## src/rtl/pattern_det_pkg.sv

```systemverilog
// Shared encodings and reset configuration for the programmable pattern detector.
package pattern_det_pkg;

    typedef enum logic [1:0] {
        IDLE = 2'b00,
        RUN  = 2'b01,
        DONE = 2'b10
    } state_t;

    localparam logic [3:0] DEF_PATTERN = 4'b1011;
    localparam int         DEF_LEN     = 4;

endpackage

```

## src/rtl/pat_match_shreg.sv

```systemverilog
// Serial history shift register with fill tracking and a length-masked comparator.
// o_hit is combinational and describes the bit currently on i_din.
module pat_match_shreg
    import pattern_det_pkg::*;
#(
    parameter int PAT_W = 4,
    parameter int LEN_W = 3
) (
    input  logic             clk,
    input  logic             reset,
    input  logic             i_shift,
    input  logic             i_din,
    input  logic             i_clr,
    input  logic [PAT_W-1:0] i_pattern,
    input  logic [LEN_W-1:0] i_len,
    output logic             o_hit
);

    logic [PAT_W-1:0] r_hist;
    logic [LEN_W-1:0] r_fill;
    logic [PAT_W-1:0] w_next;
    logic [PAT_W-1:0] w_mask;
    logic             w_filled;

    assign w_next   = {r_hist[PAT_W-2:0], i_din};
    // The incoming bit counts toward the fill, hence the +1.
    assign w_filled = ({1'b0, r_fill} + {{LEN_W{1'b0}}, 1'b1}) >= {1'b0, i_len};

    always_comb begin
        w_mask = '0;
        for (int i = 0; i < PAT_W; i++) begin
            w_mask[i] = (i < int'(i_len));
        end
    end

    assign o_hit = w_filled && ((w_next & w_mask) == (i_pattern & w_mask));

    always_ff @(posedge clk) begin
        if (reset || i_clr) begin
            r_hist <= '0;
            r_fill <= '0;
        end else if (i_shift) begin
            r_hist <= w_next;
            if (r_fill != LEN_W'(PAT_W)) begin
                r_fill <= r_fill + LEN_W'(1);
            end
        end
    end

endmodule

```

## src/rtl/pattern_detect_ctrl.sv

```systemverilog
// Run controller for the serial pattern detector: config registers, window FSM,
// bit/match counters with saturation and sticky overflow.
module pattern_detect_ctrl
    import pattern_det_pkg::*;
#(
    parameter int PAT_W = 4,
    parameter int LEN_W = 3,
    parameter int WIN_W = 16,
    parameter int CNT_W = 8
) (
    input  logic             clk,
    input  logic             reset,
    input  logic             cfg_we,
    input  logic [PAT_W-1:0] cfg_pattern,
    input  logic [LEN_W-1:0] cfg_len,
    input  logic             cfg_overlap,
    input  logic             start,
    input  logic             abort,
    input  logic [WIN_W-1:0] win_len,
    input  logic             din_valid,
    input  logic             din,
    output logic             din_ready,
    output logic             busy,
    output logic             done,
    output logic             match_pulse,
    output logic [CNT_W-1:0] match_count,
    output logic             overflow
);

    state_t           r_state;
    state_t           w_next_state;

    logic [PAT_W-1:0] r_pattern;
    logic [LEN_W-1:0] r_len;
    logic             r_overlap;
    logic [WIN_W-1:0] r_win_len;
    logic [WIN_W-1:0] r_bit_cnt;
    logic [CNT_W-1:0] r_count;
    logic             r_overflow;
    logic             r_pulse;

    logic [LEN_W-1:0] w_len_eff;
    logic             w_start_go;
    logic             w_accept;
    logic             w_last;
    logic             w_hit;
    logic             w_clr;

    assign w_len_eff  = (r_len == '0)                 ? LEN_W'(1)     :
                        (r_len > LEN_W'(PAT_W))       ? LEN_W'(PAT_W) : r_len;
    assign w_start_go = start && (r_state == IDLE || r_state == DONE);
    assign w_accept   = din_valid && (r_state == RUN);
    assign w_last     = w_accept && ((r_bit_cnt + WIN_W'(1)) == r_win_len);
    // Non-overlap mode wipes history on the matching bit itself.
    assign w_clr      = w_start_go || (w_accept && w_hit && !r_overlap);

    pat_match_shreg #(
        .PAT_W (PAT_W),
        .LEN_W (LEN_W)
    ) u_shreg (
        .clk       (clk),
        .reset     (reset),
        .i_shift   (w_accept),
        .i_din     (din),
        .i_clr     (w_clr),
        .i_pattern (r_pattern),
        .i_len     (w_len_eff),
        .o_hit     (w_hit)
    );

    always_ff @(posedge clk) begin
        if (reset) begin
            r_state <= IDLE;
        end else begin
            r_state <= w_next_state;
        end
    end

    always_comb begin
        w_next_state = r_state;
        case (r_state)
            IDLE, DONE: begin
                if (start) begin
                    w_next_state = (win_len == '0) ? DONE : RUN;
                end
            end
            RUN: begin
                if (abort) begin
                    w_next_state = IDLE;
                end else if (w_last) begin
                    w_next_state = DONE;
                end
            end
            default: w_next_state = IDLE;
        endcase
    end

    always_comb begin
        busy      = (r_state == RUN);
        din_ready = (r_state == RUN);
        done      = (r_state == DONE);
    end

    assign match_pulse = r_pulse;
    assign match_count = r_count;
    assign overflow    = r_overflow;

    always_ff @(posedge clk) begin
        if (reset) begin
            r_pattern <= PAT_W'(DEF_PATTERN);
            r_len     <= LEN_W'(DEF_LEN);
            r_overlap <= 1'b1;
        end else if (cfg_we && r_state != RUN) begin
            r_pattern <= cfg_pattern;
            r_len     <= cfg_len;
            r_overlap <= cfg_overlap;
        end
    end

    always_ff @(posedge clk) begin
        if (reset) begin
            r_win_len  <= '0;
            r_bit_cnt  <= '0;
            r_count    <= '0;
            r_overflow <= 1'b0;
            r_pulse    <= 1'b0;
        end else begin
            r_pulse <= w_accept && w_hit;
            if (w_start_go) begin
                r_win_len  <= win_len;
                r_bit_cnt  <= '0;
                r_count    <= '0;
                r_overflow <= 1'b0;
            end else if (w_accept) begin
                r_bit_cnt <= r_bit_cnt + WIN_W'(1);
                if (w_hit) begin
                    if (r_count == '1) begin
                        r_overflow <= 1'b1;
                    end else begin
                        r_count <= r_count + CNT_W'(1);
                    end
                end
            end
        end
    end

endmodule

```

## config.mk

```make
export PLATFORM = sky130hd
export DESIGN_NAME = pattern_detect_ctrl
export DESIGN_NICKNAME = d
export VERILOG_FILES = /design/src/rtl/pattern_det_pkg.sv /design/src/rtl/pat_match_shreg.sv /design/src/rtl/pattern_detect_ctrl.sv
export SDC_FILE = /design/constraint.sdc
export NUM_CORES = 1
export LEC_CHECK = 0
export ABC_CLOCK_PERIOD_IN_PS = 2900
export CORE_MARGIN = 5
export CORE_UTILIZATION = 54
export CTS_CLUSTER_SIZE = 40
export DETAILED_ROUTE_END_ITERATION = 10
export HOLD_SLACK_MARGIN = 0.12
export PLACE_DENSITY_LB_ADDON = 0.3
export SLEW_MARGIN = 40
export SYNTH_ARGS = -nofsm -noshare
export SYNTH_HDL_FRONTEND = slang
export SYNTH_SLANG_ARGS = --single-unit
```

## constraint.sdc

```tcl
create_clock -name clk -period 2.9 [get_ports clk]
set_input_delay 0.58 -clock clk [delete_from_list [all_inputs] [get_ports clk]]
set_output_delay 0.58 -clock clk [all_outputs]
set_load 0.005 [all_outputs]
```

# After elaboration in Yosys (flattened, before gate mapping)
# Index checks and enable logic that the tools add are counted.
[word_totals]
inputBits = 31
wordCells = 60
regBits = 58
[op_classes]
n_bitwise = 3
order_cmp = 6
add_sub_neg = 4
n_reduce_logical = 20
n_eq_ne = 9
muxes = 7
[ops]
columns = ["cell", "n"]
rows = [
  ["$add A16 B1 Y16 const B", 1],
  ["$eq A16 B16 Y1", 1],
  ["$logic_not A16 Y1", 1],
  ["$add A8 B1 Y8 const B", 1],
  ["$and A4 B4 Y4", 2],
  ["$eq A8 B8 Y1 const B", 1],
  ["$mux W2", 4],
  ["$logic_and A1 B1 Y1", 7],
  ["$lt A1 B3 Y1 const A", 2],
  ["$lt A2 B3 Y1 const A", 2],
  ["$mux W3", 2],
  ["$reduce_and A3 Y1", 2],
  ["$add A3 B1 Y4 const B", 1],
  ["$eq A4 B4 Y1", 1],
  ["$ge A4 B3 Y1", 1],
  ["$pmux W2 S2", 1],
  ["$reduce_and A2 Y1", 2],
  ["$reduce_or A2 Y1", 2],
  ["$add A3 B1 Y3 const B", 1],
  ["$gt A3 B3 Y1 const B", 1],
  ["$logic_not A3 Y1", 1],
  ["$logic_or A1 B1 Y1", 3],
  ["$ne A3 B2 Y1 const B", 1],
  ["$ne A3 B3 Y1 const B", 1],
  ["7 further kinds", 7],
]

# Depth between registers and ports, before layout
# Gate-level depths: netlist (run 1).
[logic_depth]
word_depth = 11
ltp_mapped = 10
mapped_depth_nobuf = 9

# Hierarchy
# From an unflattened synthesis (run 1), not the netlist that was laid out.
[hier_totals]
hier_cells = 369
area_unflattened_um2 = 3020.4
[modules_own_cells]
columns = ["module", "area_per_inst_um2", "cells_each", "seq_area_each_um2", "n_inst"]
rows = [
  ["pattern_detect_ctrl", 2587.5, 322, 1041.0, 1],
  ["pat_match_shreg", 432.9, 47, 120.1, 1],
]

# Worst setup path before layout (run 1)
# No wires, ideal clock.
[synth_path]
path_kind = "register to register"
startpoint = "register u_shreg.r_fill[0]"
endpoint = "register r_count[6] (netlist: match_count[6])"
required_ps = 2830
arrival_time_ps = 2063
path_slack_ps = 767
stages_incl_launch_ff = 10
path_cell_list = "dfxtp_1 inv_1 ha_1 ha_1 a21oi_1 o21ai_0 nand4_1 buf_2 or4_1 a21oi_1"
[synth_between]
elab_chain_cells = 4
[synth_lines]
columns = ["item", "line_no", "source"]
rows = [
  ["from (decl)", "pat_match_shreg.sv:20", "logic [LEN_W-1:0] r_fill;"],
  ["from (signal assigned)", "pat_match_shreg.sv:45", "r_fill <= r_fill + LEN_W'(1);"],
  ["$add A3 B1 Y4", "pat_match_shreg.sv:27", "assign w_filled = ({1'b0, r_fill} + {{LEN_W{1'b0}}, 1'b1}) >= {1'b0, i_len};"],
  ["$ge A4 B3 Y1", "pat_match_shreg.sv:27", ""],
  ["$logic_and A1 B1 Y1", "pat_match_shreg.sv:36", "assign o_hit = w_filled && ((w_next & w_mask) == (i_pattern & w_mask));"],
  ["$reduce_and A3 Y1 (no line)", "--", ""],
  ["to (signal assigned)", "pattern_detect_ctrl.sv:140", "r_count <= r_count + CNT_W'(1);"],
  ["to (decl)", "pattern_detect_ctrl.sv:38", "logic [CNT_W-1:0] r_count;"],
]
# No other way between the ends.
# A chain may end at the register's enable or synchronous reset.

# Worst setup path after layout (run 1)
[layout_path]
startpoint = "register u_shreg.r_fill[0]"
endpoint = "register r_count[5] (netlist: match_count[5])"
# Same word-level chain as after synthesis.

==> impl_metrics.yaml, run 1 <==
worst_setup_path:
  r2r_cells: 8
  path_max_fanout: 6
  slowest_delay_ns: 0.52
  crit_required_ns: 3.16
  crit_type: "flip-flop to flip-flop"
  r2r_start: "u_shreg.r_fill[0]$_SDFFE_PP0P_"
  arrival_ns: 2.63
  worstSetupStartpointType: "flip-flop"
  crit_slowest_cell: "or4_1"
  endpoint_kind: "flip-flop"
  cp-startpoint: "u_shreg.r_fill[0]$_SDFFE_PP0P_"
  critical_path.cell_chain: "inv_1 -> ha_1 -> ha_1 -> a21oi_1 -> o21ai_0 -> nand4_1 -> or4_1 -> a21oi_1"
timing:
  max_freq_mhz: 423
  min_period_over_period_pct: 81.6
  period_needed_ns: 2.37
  rsz0062_at_grt: "no"
  finalHoldViolCount: 0
  final_max_slew_viol_count: 0
  fin_skew_ns: 0.0127
  maxSlewHeadroom_pct: 60.4
  timing.setup.tns_ns: 0
  tightest_slew_ns: 0.593
  finalSetupViolCount: 0
cts:
  clk_path_buf_depth: 2
  clock_latency_ns: 0.34
  cts_tree: "built"
  cts_sinks: 58
  root_buffer: "clkbuf_8"
  cts-hold-fix-buffers: 0
  ctsResizeCount: 0
  post-cts-setup-buffer-count: 0
  clkTransAtPathRegs_ns: 0.07
  cts-buffers-inserted: 9
  htree_levels: 3
synthesis:
  netlist-cell-type-count: 46
  ys_seq_elements: 58
  synth_commonest_cells: "nand2_1, dfxtp_1, a21oi_1, nor2_1, xnor2_1"
  avgSynthCellArea_um2: 8.02
  syn_inst: 370
  syn_nets: 408
  yosysWarnings: 0
  synthFlopType: "dfxtp_1"
  synth.most_common_cell: "nand2_1"
  yosys-top-cells-area: "dfxtp_1, nand2_1, xnor2_1"
  synth_area_um2: 2970
  async_flop_share_pct: 0
  synth_top_cell_by_area: "dfxtp_1"
  synthDominantCellAreaShare_pct: 39.1
  synth-seq-area-share_pct: 39.1
  synth_edf_count: 0
final_layout:
  drive_above_1_share_pct: 5.70
  nets: 454
  diodes: 0
  fin_area_um2: 3670
  fillerInstances: 470
  postLayoutCoreUtil_pct: 67.4
  area_growth_syn_to_layout_pct: 23.5
floorplan:
  start_util_pct: 54.6
  rows: 27
  dieHeight_um: 84.2
  die_x_um: 84.2
  die_area_um2: 7080
  io_pins: 44
  coreArea_um2: 5440
global_routing:
  track_usage_pct: 19.2
  antenna_found_initial: 0
  grt_pass1_wl_um: 11000
  grt_start_max_net_pins: 28
  grt_pass1_vias: 2521
  grt_overflow_total: 0
worst_hold_path:
  hold_path_depth: 1
  hp-start: "overflow$_SDFFE_PP0P_"
  hp-class: "flip-flop to flip-flop"
route:
  ant_nets: 0
  dr.pass1.iters: 4
  drc: 0
  first_iter_violations: 136
  wl_um: 6610
  routed_via_density: 5.53
  vias: 2726
  routedWlPerCell_um: 13.4
power_and_ir_drop:
  p_per_area_nw_per_um2: 472
  leakage_nw: 1.28
  fin_total_pwr_mw: 1.73
  ir_drop_uv: 287
placement:
  routabilityCongestion: 0.893
  place_area_um2: 3480
  hpwl_um: 4940
  port_buffers: 43
run:
  cap_violations: 0
run_status:
  status: "completed"
[worst paths after layout]
check	to	slack, ns
max	match_count[5]$_SDFFE_PP0P_	0.53
min	overflow$_SDFFE_PP0P_	0.46
max reg2reg	match_count[5]$_SDFFE_PP0P_	0.53
min reg2reg	overflow$_SDFFE_PP0P_	0.46
[cells in the final DEF, fill, tap and decap left out, types with 4 or more instances in the layout]
master,Yosys,routed
nand2_1,71,71
dfxtp_1,58,58
clkdlybuf4s50_1,0,43
a21oi_1,36,36
nor2_1,29,29
xnor2_1,24,24
xor2_1,14,14
clkbuf_8,0,12
o21ai_0,11,11
inv_1,9,9
or3_1,9,9
nand3_1,8,8
nor4_1,8,8
buf_4,1,8
nand2b_1,7,7
ha_1,7,7
nor3_1,6,6
nand4_1,5,5
nor2b_1,4,4
or4_1,4,4
nand3b_1,4,4
[state kept, by name, summed over array words and instances (netlist names)]
name,cells
r_bit_cnt,16
r_win_len,16
match_count,8
r_pattern,4
r_len,3
u_shreg.r_fill,3
u_shreg.r_hist,3
r_state,2
match_pulse,1
overflow,1
r_overlap,1
[through the flow]
step,hold WS (ns),cells,worst slack [ns]
2_1_floorplan,0.438,370,0.767
3_3_place_gp,0.448,477,0.438
3_5_place_dp,0.452,477,0.376
4_1_cts,0.468,493,0.521
5_1_grt,0.487,493,0.365
6_report,0.464,493,0.534
[routing by layer]
| metal | part of all wire, % | GRT usage (%) | wire length [um] |
|---|---|---|---|
| met1 | 48 | 24.7 | 3170 |
| met4 | 1.4 | 7.75 | 91 |
| met5 | 0 | 0 | 0 |
| met3 | 6.0 | 6.08 | 400 |
| met2 | 45 | 29.8 | 2950 |
[kinds of logic (layout without fill, tap and decap cells)]
group	after synthesis	after routing	share of synthesized area, %
DFF	58	58	39.1
muxes	1	1	0.337
adders and majority gates	7	7	2.95
xor gates and xnor gates	38	38	11.2
and+or+nand+nor	170	170	28.8
buffers and inverters	25	76	3.41
AOI/OAI and AO/OA	71	71	14.2
[worst max-delay path: cells and delay by family (launching register included)]
kind	cells	cell delay, ns
buf+inv	1	0.08
compound gates	3	0.41
simple gates	2	0.77
flops	1	0.43
fa+ha+maj	2	0.60
[report_power, final]
| part | internal [mW] | leakage, nW | total, mW | switching [mW] |
|---|---|---|---|---|
| clock network | 0.382 | 0.0900 | 0.698 | 0.316 |
| logic | 0.0979 | 0.720 | 0.188 | 0.0902 |
| registers | 0.823 | 0.472 | 0.845 | 0.0226 |
| total | 1.30 | 1.28 | 1.73 | 0.429 |
[cell type report]
class	instances	area (um^2)	share of cell area, %
inverters	9	33.8	0.922
clock inverters	1	7.51	0.205
repair buffers	51	490	13.4
flip-flops and latches	58	1160	31.7
clock buffers	15	176	4.81
multi-input cells	287	1710	46.6
well taps	72	90.1	2.46
Power figures use the tool's default switching activity.
==> run 2, diff against run 1 <==
--- a/config.mk
+++ b/config.mk
@@ -5,7 +5,7 @@
 export SDC_FILE = /design/constraint.sdc
 export NUM_CORES = 1
 export LEC_CHECK = 0
-export ABC_CLOCK_PERIOD_IN_PS = 2900
+export ABC_CLOCK_PERIOD_IN_PS = 2500
 export CORE_MARGIN = 5
 export CORE_UTILIZATION = 54
 export CTS_CLUSTER_SIZE = 40
==> constraint.sdc (replaced) <==
create_clock -name clk -period 2.5 [get_ports clk]
set_input_delay 0.5 -clock clk [delete_from_list [all_inputs] [get_ports clk]]
set_output_delay 0.5 -clock clk [all_outputs]
set_load 0.005 [all_outputs]
==> run 2 against run 1 <==
Effect of this change:
- worst hold slack improved by 0.0071 ns
- clock power rose by 36%
- global-route usage barely moved
- wire length rose by 0.29%
- critical path depth did not move
- sequential power rose by 16%
- sequential cell count did not move
- count of clock-buffer cells in the layout fell by 4
- highest routed layer unchanged
==> impl_metrics.yaml, run 2 (same netlist as run 1, synthesis figures left out) <==
run_status:
  status: "completed"
worst_hold_path:
  hp-class: "flip-flop to flip-flop"
global_routing:
  gr-usage-met1_pct: 27.0
  grt_util_met2_pct: 27.8
  track_usage_pct: 19.2
  grt_pass1_vias: 2432
  grt-busiest-layer: "met2"
  grt_util_met3_pct: 4.91
  grt_start_max_net_pins: 29
  grt_overflow_total: 0
  antenna_found_initial: 0
  grt_pass1_wl_um: 11200
timing:
  finalHoldViolCount: 0
  max_freq_mhz: 431
  timing.setup.tns_ns: 0
  finalSetupViolCount: 0
  setup_slack_ns: 0.182
  tightest_slew_ns: 0.590
  fin_skew_ns: 0.00610
  rsz0062_at_grt: "no"
  min_period_over_period_pct: 92.7
  period_needed_ns: 2.32
  maxSlewHeadroom_pct: 60.6
  final_max_slew_viol_count: 0
final_layout:
  fillerInstances: 452
  diodes: 0
  multiInputGateArea_um2: 1710
  area_growth_syn_to_layout_pct: 25.4
  postLayoutCoreUtil_pct: 68.5
  layout_common_cells: "nand2_1, dfxtp_1, clkdlybuf4s50_1"
  mostFrequentLayoutCell: "nand2_1"
  drive_above_1_share_pct: 6.84
  register_area_um2: 1160
  nets: 457
route:
  ant_nets: 0
  dr.pass1.iters: 5
  routedWlPerCell_um: 13.4
  routed_via_density: 5.50
  first_iter_violations: 177
  wl_um: 6630
  vias: 2730
  drc: 0
worst_setup_path:
  worstSetupStartpointType: "flip-flop"
  path_max_fanout: 5
  crit_slowest_cell: "or4_1"
  slowest_delay_ns: 0.52
  endpoint_kind: "flip-flop"
  arrival_ns: 2.58
  critical_path.cell_chain: "inv_1 -> ha_1 -> ha_1 -> a21oi_1 -> o21ai_0 -> nand4_1 -> or4_1 -> a21oi_1"
  critPathTopFamily: "simple AND/OR/NAND/NOR gates"
  crit_type: "flip-flop to flip-flop"
  cp_num_buf_inv: 1
  crit_required_ns: 2.76
cts:
  cts-buffers-inserted: 9
  root_buffer: "clkbuf_8"
  htree_levels: 3
  cts_tree: "built"
  cts_sinks: 58
  clkTransAtPathRegs_ns: 0.07
  clk_path_buf_depth: 2
  clock_latency_ns: 0.34
placement:
  post-place-ws_ns: 0.106
  hpwl_um: 4980
  port_buffers: 43
  routabilityCongestion: 0.807
floorplan:
  dieHeight_um: 84.2
  die_area_um2: 7080
  die_x_um: 84.2
  io_pins: 44
  rows: 27
  start_util_pct: 54.6
  coreArea_um2: 5440
power_and_ir_drop:
  fin_total_pwr_mw: 2.15
  ir_drop_uv: 415
  p_per_area_nw_per_um2: 577
  leakage_nw: 1.31
run:
  cap_violations: 0
==> run 2: worst paths after layout <==
| kind | slack (ns) | to | cells after the start | from |
|---|---|---|---|---|
| setup / recovery | 0.18 | match_count[7]$_SDFFE_PP0P_ | 8 | u_shreg.r_fill[0]$_SDFFE_PP0P_ |
| hold / removal | 0.47 | r_win_len[8]$_SDFFE_PP0P_ | 2 | r_win_len[8]$_SDFFE_PP0P_ |
| setup reg to reg | 0.18 | match_count[7]$_SDFFE_PP0P_ | 8 | u_shreg.r_fill[0]$_SDFFE_PP0P_ |
| hold reg to reg | 0.47 | r_win_len[8]$_SDFFE_PP0P_ | 2 | r_win_len[8]$_SDFFE_PP0P_ |
==> run 2: what timing repair did <==
item / in CTS / in global routing
resized for setup: 0 / 0
hold buffers: 0 / 0
setup buffers: 0 / 1
endpoints found under the setup margin: 0 / 2
==> run 2: worst min-delay path, stage by stage (launching register included) <==
cell and delay, ns:
dfxtp_1 0.32, nand2_1 0.06, a21oi_1 0.05
==> run 2: where the power goes <==
part           internal, mW  switching (mW)
registers             0.954          0.0252
logic                 0.116           0.107
clock network         0.585           0.363
==> run 2: metal layers <==
layer,part of all wire (%),up-vias
li1,-,1387
met1,49,1238
met2,43,96
met3,6.7,9
met4,1.2,0
met5,0,-
==> run 2: metrics by stage <==
step,std cells,area (um^2),hold WS (ns)
after floorplan,370,2970,0.438
after global placement,479,3500,0.453
after detailed placement,479,3500,0.466
after CTS,495,3720,0.476
after global routing,496,3720,0.494
final,496,3720,0.471
==> run 2: layout make-up <==
type / count / area share [%]
timing repair buffer: 54 / 13.8
inverter: 9 / 0.907
sequential: 58 / 31.2
multi-input combinational: 287 / 45.8
tap: 72 / 2.42
clock inverter: 5 / 2.08
clock buffer: 11 / 3.80
==> run 3, diff against run 2 <==
--- a/config.mk
+++ b/config.mk
@@ -5,14 +5,14 @@
 export SDC_FILE = /design/constraint.sdc
 export NUM_CORES = 1
 export LEC_CHECK = 0
-export ABC_CLOCK_PERIOD_IN_PS = 2500
+export ABC_CLOCK_PERIOD_IN_PS = 2940
 export CORE_MARGIN = 5
-export CORE_UTILIZATION = 54
+export CORE_UTILIZATION = 58
 export CTS_CLUSTER_SIZE = 40
 export DETAILED_ROUTE_END_ITERATION = 10
 export HOLD_SLACK_MARGIN = 0.12
 export PLACE_DENSITY_LB_ADDON = 0.3
-export SLEW_MARGIN = 40
+export SLEW_MARGIN = 5
 export SYNTH_ARGS = -nofsm -noshare
 export SYNTH_HDL_FRONTEND = slang
 export SYNTH_SLANG_ARGS = --single-unit
==> constraint.sdc (replaced) <==
create_clock -name clk -period 2.94 [get_ports clk]
set_input_delay 0.588 -clock clk [delete_from_list [all_inputs] [get_ports clk]]
set_output_delay 0.588 -clock clk [all_outputs]
set_load 0.005 [all_outputs]
==> run 3 against run 2 <==
Effect of this change:
- via count up 0.95%
- critical path type unchanged
- setup slack better by 0.37 ns
- maximum frequency decreased by 3.0%
- cell area decreased by 1.8%
- highest routed layer unchanged
- sequential cell count did not move
- worst hold slack got worse by 0.0046 ns
- first-iteration DRC count is 10% higher
- clock skew is 0.0020 ns higher
- wire length is 1.7% higher
- count of clock-buffer cells in the layout up 1
- critical path depth did not move
==> impl_metrics.yaml, run 3 (same netlist as run 1, synthesis figures left out) <==
run_status:
  status: "completed"
worst_setup_path:
  crit_type: "flip-flop to flip-flop"
  r2r_setup_slack_ns: 0.55
  worstSetupStartpointType: "flip-flop"
  path_max_fanout: 6
  crit_required_ns: 3.20
  arrival_ns: 2.65
  endpoint_kind: "flip-flop"
  crit_slowest_cell: "or4_1"
  cp_num_buf_inv: 1
  critPathTopFamily: "simple AND/OR/NAND/NOR gates"
  slowest_delay_ns: 0.52
  critical_path.cell_chain: "inv_1 -> ha_1 -> ha_1 -> a21oi_1 -> o21ai_0 -> nand4_1 -> or4_1 -> a21oi_1"
route:
  wl_um: 6750
  routedWlPerCell_um: 13.8
  dr.pass1.iters: 4
  ant_nets: 0
  vias: 2756
  drc: 0
  first_iter_violations: 195
  routed_via_density: 5.64
floorplan:
  start_util_pct: 58.9
  die_area_um2: 6650
  coreArea_um2: 5040
  io_pins: 44
  die_x_um: 81.6
  rows: 26
  dieHeight_um: 81.6
cts:
  ctsResizeCount: 0
  post-cts-setup-buffer-count: 0
  cts-buffers-inserted: 9
  cts_tree: "built"
  clk_path_buf_depth: 2
  cts-hold-fix-buffers: 0
  root_buffer: "clkbuf_8"
  htree_levels: 3
  clkTransAtPathRegs_ns: 0.06
  cts_sinks: 58
  clock_latency_ns: 0.33
final_layout:
  fillerInstances: 384
  postLayoutCoreUtil_pct: 72.5
  nets: 453
  mostFrequentLayoutCell: "nand2_1"
  diodes: 0
  register_area_um2: 1160
  drive_above_1_share_pct: 5.49
  multiInputGateArea_um2: 1710
  area_growth_syn_to_layout_pct: 23.2
  layout_common_cells: "nand2_1, dfxtp_1, clkdlybuf4s50_1"
placement:
  hpwl_um: 5090
  port_buffers: 43
  routabilityCongestion: 0.854
  post-place-ws_ns: 0.376
power_and_ir_drop:
  pwr-share-comb_pct: 10.9
  fin_total_pwr_mw: 1.72
  clock_power_share_pct: 40.7
  p_int_mw: 1.31
  power.switching_mw: 0.409
  p_per_area_nw_per_um2: 471
  leakage_nw: 1.28
  ir_drop_uv: 405
  seq_power_share_pct: 48.4
  netSwitchingFraction_pct: 23.7
timing:
  maxSlewHeadroom_pct: 52.5
  tightest_slew_ns: 0.713
  max_freq_mhz: 418
  setup_slack_ns: 0.550
  finalHoldViolCount: 0
  timing.setup.tns_ns: 0
  final_max_slew_viol_count: 0
  finalSetupViolCount: 0
  min_period_over_period_pct: 81.3
  fin_skew_ns: 0.00806
  period_needed_ns: 2.39
  rsz0062_at_grt: "no"
global_routing:
  grt_overflow_total: 0
  track_usage_pct: 22.5
  grt_pass1_vias: 2631
  antenna_found_initial: 0
  grt_start_max_net_pins: 28
  grt_pass1_wl_um: 11500
worst_hold_path:
  hp-class: "flip-flop to flip-flop"
run:
  cap_violations: 0
-- run 3: changes by cell type in the layout (fill, tap and decap cells not counted), sizes merged --
| cell | before | now |
|---|---|---|
| buf | 11 | 7 |
| clkinvlp | 1 | 0 |
| clkbuf | 11 | 12 |
| bufinv | 2 | 1 |
-- run 3: stage by stage --
step	instances	hold slack (ns)	instance area [um^2]
2_1_floorplan	370	0.438	2970
3_3_place_gp	474	0.452	3470
3_5_place_dp	474	0.457	3470
4_1_cts	489	0.471	3660
5_1_grt	489	0.494	3660
6_report	489	0.467	3660
-- run 3: worst reg2reg max path, stage by stage (launching register included) --
cell     delay (ns)
dfxtp_1        0.43
inv_1          0.08
ha_1           0.32
ha_1           0.29
a21oi_1        0.05
o21ai_0        0.23
nand4_1        0.25
or4_1          0.52
a21oi_1        0.14
-- run 3: worst paths after layout --
| check | startpoint | endpoint | cells after the start |
|---|---|---|---|
| worst max register to register | u_shreg.r_fill[0]$_SDFFE_PP0P_ | match_count[7]$_SDFFE_PP0P_ | 8 |
| worst min register to register | overflow$_SDFFE_PP0P_ | overflow$_SDFFE_PP0P_ | 1 |
| worst min-delay path | overflow$_SDFFE_PP0P_ | overflow$_SDFFE_PP0P_ | 1 |
| worst max-delay path | u_shreg.r_fill[0]$_SDFFE_PP0P_ | match_count[7]$_SDFFE_PP0P_ | 8 |
-- run 3: power by group through the flow --
stage	Sequential [mW]	Combinational [mW]	Clock [mW]
after floorplan	0.844	0.110	0
after global placement	0.850	0.180	0
after detailed placement	0.851	0.186	0
after CTS	0.833	0.188	0.718
after global routing	0.837	0.208	0.750
final	0.834	0.187	0.702
-- run 3: final cells by class --
cell class	instances	area share [%]
multi-input combinational	287	46.7
sequential	58	31.7
timing repair buffer	50	13.2
clock buffer	12	3.97
tap	70	2.39
clock inverter	3	1.09
inverter	9	0.924
-- run 3: metal layers --
metal / up-vias / share of wire [%] / wire, um / global-route usage [%]
li1: 1377 / - / - / -
met5: - / 0 / 0 / 0
met4: 0 / 1.9 / 125 / 11.0
met3: 11 / 5.8 / 392 / 3.84
met2: 85 / 46 / 3130 / 37.5
met1: 1283 / 46 / 3100 / 28.0
